--- src/rtl/addsub_pkg.sv ---
// ----------------------------------------------------------------------------
// addsub_pkg
// Shared types and helpers for the pipelined adder/subtractor.
//   op_e        : operation select encoding carried on the 'mode' input
//   num_stages  : ceiling division used to size the pipeline from N and SEG
// ----------------------------------------------------------------------------
package addsub_pkg;

   typedef enum logic {
      OP_ADD = 1'b0,
      OP_SUB = 1'b1
   } op_e;

   // Number of SEG-bit slices needed to cover an n-bit word.
   function automatic int num_stages(input int n, input int seg);
      return (n + seg - 1) / seg;
   endfunction

endpackage

--- src/rtl/addsub_seg.sv ---
// ----------------------------------------------------------------------------
// addsub_seg
// Combinational W-bit carry-ripple slice built from 1-bit full-adder cells.
// Ports:
//   a      in  W  operand A bits of this slice
//   b_eff  in  W  operand B bits, already inverted for subtraction
//   cin    in  1  carry into the slice LSB
//   sum    out W  slice sum
//   cout   out 1  carry out of the slice MSB
// ----------------------------------------------------------------------------
module addsub_seg
   import addsub_pkg::*;
#(
   parameter int W = 4
) (
   input  logic [W-1:0] a,
   input  logic [W-1:0] b_eff,
   input  logic         cin,
   output logic [W-1:0] sum,
   output logic         cout
);

   logic carry;

   // Ripple through the cells LSB first; 'carry' holds the carry into bit i.
   always_comb begin
      carry = cin;
      sum   = '0;
      for (int i = 0; i < W; i++) begin
         sum[i] = a[i] ^ b_eff[i] ^ carry;
         carry  = (a[i] & b_eff[i]) | (carry & (a[i] ^ b_eff[i]));
      end
      cout = carry;
   end

endmodule

--- src/rtl/addsub_pipe.sv ---
// ----------------------------------------------------------------------------
// addsub_pipe
// Pipelined N-bit adder/subtractor. The word is cut into SEG-bit slices; slice
// k is computed in stage k from the carry registered by stage k-1, so the
// critical path is one SEG-bit ripple regardless of N. Operands travel with
// the beat (skew) and finished sum slices travel behind it (deskew), so the
// whole result word is aligned at the last register. Backpressure freezes the
// entire pipeline.
// Ports:
//   clk        in  1  clock, rising edge
//   rst_n      in  1  asynchronous active-low reset
//   in_valid   in  1  operand beat valid
//   in_ready   out 1  beat accepted this cycle when in_valid is also high
//   a, b       in  N  operands (unsigned or two's complement)
//   mode       in  1  0 = A+B, 1 = A-B
//   out_valid  out 1  result beat valid
//   out_ready  in  1  downstream accepts result
//   res        out N  result modulo 2^N
//   cout       out 1  carry out of MSB
//   borrow     out 1  unsigned A<B on subtract
//   ovf        out 1  signed overflow
//   zero       out 1  res == 0
// All result outputs read 0 whenever out_valid is low.
// ----------------------------------------------------------------------------
module addsub_pipe
   import addsub_pkg::*;
#(
   parameter int N   = 8,
   parameter int SEG = 4
) (
   input  logic         clk,
   input  logic         rst_n,
   input  logic         in_valid,
   output logic         in_ready,
   input  logic [N-1:0] a,
   input  logic [N-1:0] b,
   input  logic         mode,
   output logic         out_valid,
   input  logic         out_ready,
   output logic [N-1:0] res,
   output logic         cout,
   output logic         borrow,
   output logic         ovf,
   output logic         zero
);

   localparam int STAGES = num_stages(N, SEG);
   localparam int LAST   = STAGES - 1;

   // Register bank after each stage k (index k = output of stage k).
   logic [N-1:0] a_reg [STAGES];
   logic [N-1:0] b_reg [STAGES];   // effective B (inverted on subtract)
   logic [N-1:0] s_reg [STAGES];   // sum bits completed so far
   logic         c_reg [STAGES];   // carry out of the slice just computed
   logic         m_reg [STAGES];
   logic         v_reg [STAGES];

   // Inputs seen by each stage: ports for stage 0, previous bank otherwise.
   logic [N-1:0] stg_a [STAGES];
   logic [N-1:0] stg_b [STAGES];
   logic [N-1:0] stg_s [STAGES];
   logic         stg_c [STAGES];
   logic         stg_m [STAGES];
   logic         stg_v [STAGES];

   // Stage results to be captured into the bank.
   logic [N-1:0] s_next [STAGES];
   logic         c_next [STAGES];

   op_e          op;
   logic [N-1:0] b_eff_in;
   logic         stall;

   assign op       = op_e'(mode);
   assign b_eff_in = (op == OP_SUB) ? ~b : b;

   // Global stall: the only place a beat can be blocked is the output.
   assign stall    = v_reg[LAST] & ~out_ready;
   assign in_ready = ~stall;

   generate
      for (genvar gi = 0; gi < STAGES; gi++) begin : g_stage
         localparam int LO = gi * SEG;
         localparam int W  = ((N - LO) < SEG) ? (N - LO) : SEG;
         // Bits of the result word owned by this slice.
         localparam logic [N-1:0] SLICE_MASK = ({N{1'b1}} >> (N - W)) << LO;

         logic [W-1:0] slice_sum;
         logic         slice_cout;

         if (gi == 0) begin : g_head
            assign stg_a[gi] = a;
            assign stg_b[gi] = b_eff_in;
            assign stg_s[gi] = '0;
            assign stg_c[gi] = mode;   // +1 completes the two's complement of B
            assign stg_m[gi] = mode;
            assign stg_v[gi] = in_valid;
         end else begin : g_body
            assign stg_a[gi] = a_reg[gi-1];
            assign stg_b[gi] = b_reg[gi-1];
            assign stg_s[gi] = s_reg[gi-1];
            assign stg_c[gi] = c_reg[gi-1];
            assign stg_m[gi] = m_reg[gi-1];
            assign stg_v[gi] = v_reg[gi-1];
         end

         addsub_seg #(
            .W (W)
         ) u_seg (
            .a     (stg_a[gi][LO +: W]),
            .b_eff (stg_b[gi][LO +: W]),
            .cin   (stg_c[gi]),
            .sum   (slice_sum),
            .cout  (slice_cout)
         );

         assign s_next[gi] = (stg_s[gi] & ~SLICE_MASK) | (N'(slice_sum) << LO);
         assign c_next[gi] = slice_cout;
      end
   endgenerate

   always_ff @(posedge clk or negedge rst_n) begin
      if (!rst_n) begin
         for (int k = 0; k < STAGES; k++) begin
            a_reg[k] <= '0;
            b_reg[k] <= '0;
            s_reg[k] <= '0;
            c_reg[k] <= 1'b0;
            m_reg[k] <= 1'b0;
            v_reg[k] <= 1'b0;
         end
      end else if (!stall) begin
         for (int k = 0; k < STAGES; k++) begin
            a_reg[k] <= stg_a[k];
            b_reg[k] <= stg_b[k];
            s_reg[k] <= s_next[k];
            c_reg[k] <= c_next[k];
            m_reg[k] <= stg_m[k];
            v_reg[k] <= stg_v[k];
         end
      end
   end

   // Flags come straight from the final bank; everything is gated by valid so
   // stale data in an empty stage never reaches the outputs.
   assign out_valid = v_reg[LAST];
   assign res       = out_valid ? s_reg[LAST] : '0;
   assign cout      = out_valid & c_reg[LAST];
   assign borrow    = out_valid & m_reg[LAST] & ~c_reg[LAST];
   assign ovf       = out_valid
                    & (a_reg[LAST][N-1] == b_reg[LAST][N-1])
                    & (s_reg[LAST][N-1] != a_reg[LAST][N-1]);
   assign zero      = out_valid & ~(|s_reg[LAST]);

endmodule
--- config.mk ---
export PLATFORM = sky130hd
export DESIGN_NAME = addsub_pipe
export DESIGN_NICKNAME = d
export VERILOG_FILES = /design/src/rtl/addsub_pkg.sv /design/src/rtl/addsub_seg.sv /design/src/rtl/addsub_pipe.sv
export SDC_FILE = /design/constraint.sdc
export NUM_CORES = 1
export LEC_CHECK = 0
export BUFFER_PORTS_ARGS = -buffer_cell sky130_fd_sc_hd__buf_2
export CORE_UTILIZATION = 40
export DETAILED_ROUTE_END_ITERATION = 8
export GPL_TIMING_DRIVEN = 0
export HOLD_SLACK_MARGIN = 0.06
export PLACE_DENSITY = 0.71
export SYNTH_ARGS = -nofsm -noshare
export SYNTH_HDL_FRONTEND = slang
export SYNTH_SLANG_ARGS = --single-unit
--- constraint.sdc ---
create_clock -name clk -period 2.9 [get_ports clk]
set_input_delay 0.29 -clock clk [delete_from_list [all_inputs] [get_ports clk]]
set_output_delay 0.29 -clock clk [all_outputs]
set_load 0.05 [all_outputs]
==> results of run 1 <==
-- final timing paths --
| kind | slack (ps) | endpoint | cells after the start | start |
|---|---|---|---|---|
| max in group asynchronous | 2010 | a_reg[14] | 2 | rst_n |
| min in group asynchronous | 490 | m_reg[0] | 2 | rst_n |
| hold / removal | 190 | stg_v[0] | 2 | in_valid |
| setup reg to reg | 690 | s_reg[7] | 8 | a_reg[12] |
| hold reg to reg | 480 | out_valid | 1 | stg_v[0] |
| setup / recovery | 690 | s_reg[7] | 8 | a_reg[12] |
-- per-stage QoR --
| stage | utilization [%] | instance area [um^2] | hold WS (ps) | total power, mW | instances |
|---|---|---|---|---|---|
| after global routing | 50.24 | 1703 | 193.4 | 1.357 | 193 |
| after detailed placement | 48.87 | 1657 | 330.8 | 1.101 | 188 |
| after CTS | 50.24 | 1703 | 184.7 | 1.282 | 193 |
| after global placement | 48.87 | 1657 | 324.7 | 1.083 | 188 |
| after floorplan | - | 1434 | -5.591 | 0.9674 | 109 |
| final | 50.24 | 1703 | 192.7 | 1.270 | 193 |
-- cells by family after synthesis --
| kind of cell | synth area share [%] |
|---|---|
| adder cells (fa/ha/maj) | 9.773 |
| multiplexers | 19.20 |
| XOR/XNOR | 4.887 |
| flip-flops | 48.87 |
| AO/OA/AOI/OAI | 1.920 |
| AND/OR/NAND/NOR | 10.21 |
| buffers and inverters | 5.148 |
-- power by group through the flow --
stage	Combinational, mW	Sequential (mW)	Clock, mW
2_1_floorplan	0.413	0.554	0
5_1_grt	0.576	0.580	0.201
6_report	0.519	0.565	0.185
3_3_place_gp	0.513	0.570	0
4_1_cts	0.526	0.567	0.189
3_5_place_dp	0.524	0.577	0
-- Yosys cell counts, types with 2 or more instances --
cell type | count | share of area, %
sky130_fd_sc_hd__and2_1 | 9 | 3.9
sky130_fd_sc_hd__xor2_1 | 5 | 3.1
sky130_fd_sc_hd__nor3b_1 | 4 | 2.1
sky130_fd_sc_hd__fa_1 | 7 | 9.8
sky130_fd_sc_hd__buf_2 | 2 | 0.70
sky130_fd_sc_hd__nor2_1 | 2 | 0.52
sky130_fd_sc_hd__mux2i_1 | 2 | 1.4
sky130_fd_sc_hd__nand2b_1 | 2 | 0.87
sky130_fd_sc_hd__a21oi_1 | 4 | 1.4
sky130_fd_sc_hd__mux2_2 | 20 | 16
sky130_fd_sc_hd__inv_1 | 10 | 2.6
sky130_fd_sc_hd__mux2_4 | 2 | 2.1
sky130_fd_sc_hd__dfrtp_1 | 28 | 49
sky130_fd_sc_hd__xnor2_1 | 3 | 1.8
sky130_fd_sc_hd__buf_6 | 2 | 1.6
-- routing by layer --
metal / GRT usage [%] / vias to the layer above / share of wire [%]
li1: - / 436 / -
met1: 18.36 / 433 / 45
met2: 25.19 / 19 / 52
met3: 1.242 / 2 / 2.3
met4: 2.857 / 0 / 0.93
met5: 0 / - / 0
-- worst max-delay path, cell delays in order (launching register included) --
cell                      delay (ps)
sky130_fd_sc_hd__dfrtp_1         430
sky130_fd_sc_hd__fa_1            420
sky130_fd_sc_hd__inv_1            80
sky130_fd_sc_hd__fa_1            160
sky130_fd_sc_hd__inv_1            50
sky130_fd_sc_hd__fa_1            370
sky130_fd_sc_hd__inv_1            90
sky130_fd_sc_hd__fa_1            400
sky130_fd_sc_hd__a21oi_1         140
-- cell type report --
class	instances	area [um^2]
inverter	10	37.54
tap	46	57.56
multi-input combinational	66	659.4
clock buffer	4	36.28
buffer	5	36.28
fill	297	1687
sequential	28	700.7
timing repair buffer	34	175.2
-- repair_timing --
item / 4_1_cts / 5_1_grt
endpoints found under the hold margin: 28 / 0
setup endpoints to repair: 0 / 0
hold buffers: 1 / 0
==> summary.md, run 1 <==
The initialized floorplan defines 21 standard-cell rows. The total overflow left after global routing is 0. STA classifies the critical path endpoint as a register. The fraction of layout instances using a drive strength above 1 is 43.54%, and the number of storage elements in the synthesis netlist is 28. The overall track demand over capacity in global routing was 13.95%; the number of clock buffers inserted by TritonCTS was 3.

Internal power comes to 0.7657 mW. At the pin with the least slew margin, the transition time is 601.8 ps. The final hold violation count came out at 0. The initial utilization of the core area, before any placement, comes to 42.30%. The die is 61.87 um tall. The number of antenna diodes in the final layout is 0.

When the netlist entered floorplanning its net count stood at 137. Compared with the post-synthesis result, the final layout area differs by 18.76%. After technology mapping, the gate count stands at 109. The clock root buffer was sky130_fd_sc_hd__clkbuf_4.

Of the total power, the clock network draws 14.6%. The tools report the via count of the first global-routing pass as 877. The count of clock tree sinks came out at 28. For the worst-skew pair, the clock arrives at the later sink with an insertion delay of 320 ps. The floorplan core area was 3390 um^2; the count of flip-flops with a built-in enable after synthesis was 0. The run gives 2 as the number of buffers on the longest clock path. After clock tree synthesis, the clock-pin slew on the worst setup and hold paths is 150 ps. The tools report the setup slack at placement as 629.1 ps. TritonCTS built the clock tree. The tools report the largest net degree at the start of global routing as 29. The routability congestion estimate from global placement is 0.7331. The tool flagged a number of max-cap violations equal to 0.

The number of antenna violations at the first check in global routing came out at 0. Antenna violation net count after detailed routing: 0. The logs give 0.8112 nW for the static leakage and 0 for the number of warnings printed during yosys synthesis.

Initial detailed-routing violation count: 15. The run finished with clean final reports. The worst-case IR drop observed on VDD is 0.0001834 V. Number of remaining DRC errors: 0.

The top cell types in the final layout, fill and taps aside, are 35 x sky130_fd_sc_hd__buf_2, 28 x sky130_fd_sc_hd__dfrtp_1, 20 x sky130_fd_sc_hd__mux2_2. The logs give 0 for the post-CTS setup buffer count and 4 for the number of search-and-repair iterations in the first detailed-routing pass. The most frequent standard cell in the layout excluding fill and tap cells was sky130_fd_sc_hd__buf_2. STA puts the critical path data required time at 3160 ps.

The maximum achievable frequency was 453.1 MHz; the final setup violation count was 0. In the final design database the tool counted 176 nets. The detailed-route via count is 890. Across the routed clock network, the largest skew measured is 10.26 ps.

The cell area that synthesis handed to floorplanning was 1434 um^2. The final clock period utilization by the worst path is 76.11%, and the x dimension of the die is 61.87 um. Startpoint type of the worst setup path: a register. During placement, the flow inserted port buffers numbering 33. The worst path needs 2207 ps of the cycle, external delays included.

For the quantity of gates resized following cts, the log shows 0. Setup repair after global routing left no endpoint under its margin. Category of the critical setup timing path: reg -> reg. The routed design has 2376 um of wire. The max-slew violation count was 0; the number of flip-flops in the largest register was 12. The most used flip-flop cell after synthesis is sky130_fd_sc_hd__dfrtp_1.

The run gives 22 as the number of library cell types mapped by synthesis. The largest fanout on the critical path was 2; the H-tree depth was 1. The mean instance size in the synthesized netlist was 13.15 um^2. The per-cell routed wire length was 12.31 um.

Die outline area: 3828 um^2. Using the TritonRoute via totals, the vias-per-cell ratio works out to 4.611. The setup total negative slack is 0 ps, and the power per cell area is 745.9 nW/um^2. The wire length of the first global-routing pass is 3898 um, and the share of flip-flops with an asynchronous set or reset after synthesis is 100.0%. Data arrives at the worst endpoint at 2460 ps.

The number of ports placed on the die boundary is 35, and the part of the total power dissipated in sequential elements is 44.5%. The reported net switching power is 0.5045 mW, and the setup slack of the critical path after layout is 693.0 ps. Relative contribution of combinational cells to total power: 40.9%.

Of the total power, the share spent switching nets is 39.72%. The run gives 59.88% as the worst max-slew margin expressed relative to the limit. The tightest min-delay check is of the in -> reg type. The sequential cell area fraction in the yosys report is 48.87%.
No activity file was read; power rests on OpenSTA's default activity.
==> inputs of run 2 (changes only) <==
- clock period: 2.9 -> 2.2 ns (I/O delays scaled with it)
==> summary.md, run 2 (synthesized netlist as in run 1, its figures left out) <==
The logs give 0 for the final hold violation count and 0.8080 nW for the static leakage. The logs give 28 for the count of clock tree sinks and 35 for the number of ports placed on the die boundary. The run gives 1977 um as the HPWL after detailed placement. The cell area after placement is 1657 um^2, and the largest fanout on the critical path is 2. The clock insertion delay at the later pin of the skew report is 330 ps, and the cell count of the worst reg-to-reg path is 8. The cell depth of the worst hold path is 2, and the die outline area is 3828 um^2. In the final layout, the share of cells above drive strength 1 is 46.26%.

The x dimension of the die works out to 61.87 um. For the H-tree depth, the log shows 1. For this run, the post-layout net count is 176.

Via count of the first global-routing pass: 950. The per-cell routed wire length is 13.18 um, and the shortest clock period the worst path allows after layout is 2102 ps. The category of the critical setup timing path is reg -> reg. In the layout the commonest cells are 35 x sky130_fd_sc_hd__buf_2, 28 x sky130_fd_sc_hd__dfrtp_1, 20 x sky130_fd_sc_hd__mux2_2. Source of the worst register-to-register timing path: c_reg[1]. The most frequent standard cell in the layout excluding fill and tap cells is sky130_fd_sc_hd__buf_2. The tools report the number of search-and-repair iterations in the first detailed-routing pass as 4.

The wire length of the first global-routing pass was 4022 um; the initial detailed-routing violation count was 34. Largest net degree at the start of global routing: 29. Static timing analysis puts the maximum clock frequency at 475.6 MHz. The signal on the critical path passes through fa_2, inv_2, fa_1, inv_1, fa_2, inv_2, fa_1, a21oi_1. Setup violations remaining at the end of the flow were counted as 0.

The run gives 21 as the number of rows in the core area. The power per cell area works out to 995.0 nW/um^2. TritonCTS built the clock tree. Clock-pin slew was measured on the worst setup and hold paths at 150 ps. For this run, the share of the core covered by cells in the final layout is 50.39%. For the pin with the worst max-slew slack, the measured transition is 623.0 ps.

The final clock period utilization by the worst path was 95.57%; the number of remaining DRC errors was 0. STA puts the critical path data arrival time at 2380 ps. The initial utilization of the core area, before any placement, comes to 42.30%.

The number of diodes is 0, and the largest vdd supply drop is 0.0002503 V. Post-CTS timing repair inserted 0 buffers for setup. The worst max-slew margin expressed relative to the limit came out at 58.47%. The flow ran to the end, and the final reports show no timing, DRC or antenna violations. In this design, the stage delay of the slowest critical-path cell is 430 ps. The slowest library cell on the worst path is sky130_fd_sc_hd__dfrtp_1.

Grouping stages by cell kind, the critical path spends the most delay in adder cells. From synthesis to final layout, the design area changed by 19.11%. The type of element capturing the critical path is a register. At the end of routability-driven placement, the weighted congestion stood at 0.8001.

For the final design instance area without fill, the log shows 1708 um^2. No sink is reached through more buffers than the 2 on the longest clock path. The run gives 14.98% as the overall track demand over capacity in global routing. Wires add up to 2544 um.

The worst hold path begins at a[7]. Setup repair after global routing left no endpoint under its margin. The logs give 0 for the max-slew violation count and 3 for the number of clock buffers inserted by TritonCTS. Together, buffers and inverters on the worst path number 3.

The clock root buffer was sky130_fd_sc_hd__clkbuf_4. The max-cap violation count came out at 0. After floorplanning, the core was sized to cover 3390 um^2.

The worst-case register-to-register setup slack was 100 ps; the total grt overflow was 0. The logs give 0 for the number of antenna violations at the first check in global routing and 0 for the antenna violation net count after detailed routing. The worst hold path terminates at a_reg[15]. The run gives 193 as the final cell count without fillers. In this run the critical register-to-register path is captured at s_reg[7].

The routed via count divided by cell count is 4.684, and the post-route clock skew is 16.74 ps. The register with the most flip-flops in the layout has 12 of them. Port buffering added 33 buffers.

Total placed cells including tap cells: 188. STA puts the critical path data required time at 2470 ps. The startpoint type of the worst setup path is a register. The tools report the detailed-route via count as 904. In this run the worst hold path is classified as in -> reg.

The overall die height is 61.87 um.
==> run 2: area by class of cell <==
class | count | area, um^2
Tap cell | 46 | 57.56
Fill cell | 313 | 1682
Clock buffer | 4 | 36.28
Multi-Input combinational cell | 66 | 664.4
Sequential cell | 28 | 700.7
Inverter | 10 | 37.54
Buffer | 5 | 36.28
Timing Repair Buffer | 34 | 175.2
==> run 2: worst reg2reg max path, stage by stage (launching register included) <==
cell and delay, ps:
sky130_fd_sc_hd__dfrtp_1 430, sky130_fd_sc_hd__fa_2 390, sky130_fd_sc_hd__inv_2 60, sky130_fd_sc_hd__fa_1 150, sky130_fd_sc_hd__inv_1 50, sky130_fd_sc_hd__fa_2 380, sky130_fd_sc_hd__inv_2 80, sky130_fd_sc_hd__fa_1 380
sky130_fd_sc_hd__a21oi_1 150
==> run 2: how the worst max path moves through the flow <==
stage               from   endpoint  cells past startpoint  slack (ps)
2_1_floorplan       mode  s_reg[11]                      8         140
3_3_place_gp        mode  s_reg[11]                      8          40
3_5_place_dp        mode  s_reg[11]                      8         -50
4_1_cts        a_reg[12]   s_reg[7]                      8          40
5_1_grt         c_reg[1]   s_reg[7]                      8           2
6_report        c_reg[1]   s_reg[7]                      8         100
==> run 2: stage by stage <==
step	setup TNS [ps]	power [mW]	setup slack (ps)	hold slack [ps]
after CTS	0	1.708	44.27	105.6
after detailed placement	-48.34	1.458	-48.34	263.6
after floorplan	0	1.276	140.2	-75.59
final	0	1.699	97.53	107.3
after global routing	0	1.801	2.482	105.2
after global placement	0	1.432	35.41	255.8
==> run 2: what timing repair did <==
| action | CTS | global route |
|---|---|---|
| endpoints found under the hold margin | 28 | 0 |
| endpoints found under the setup margin | 1 | 1 |
| hold buffers | 1 | 0 |
| pin swaps | 0 | 4 |
| gates resized for setup | 1 | 3 |
==> run 2: where the power goes <==
group / internal (mW) / switching [mW]
logic: 0.269 / 0.433
registers: 0.647 / 0.101
clock network: 0.101 / 0.148
total: 1.02 / 0.682
==> run 2: metal layers <==
metal,vias to the layer above,routed length (um),GRT usage (%)
li1,432,-,-
met1,448,1109,16.40
met2,20,1320,27.80
met3,4,65,2.692
met4,0,48,7.302
met5,-,0,0
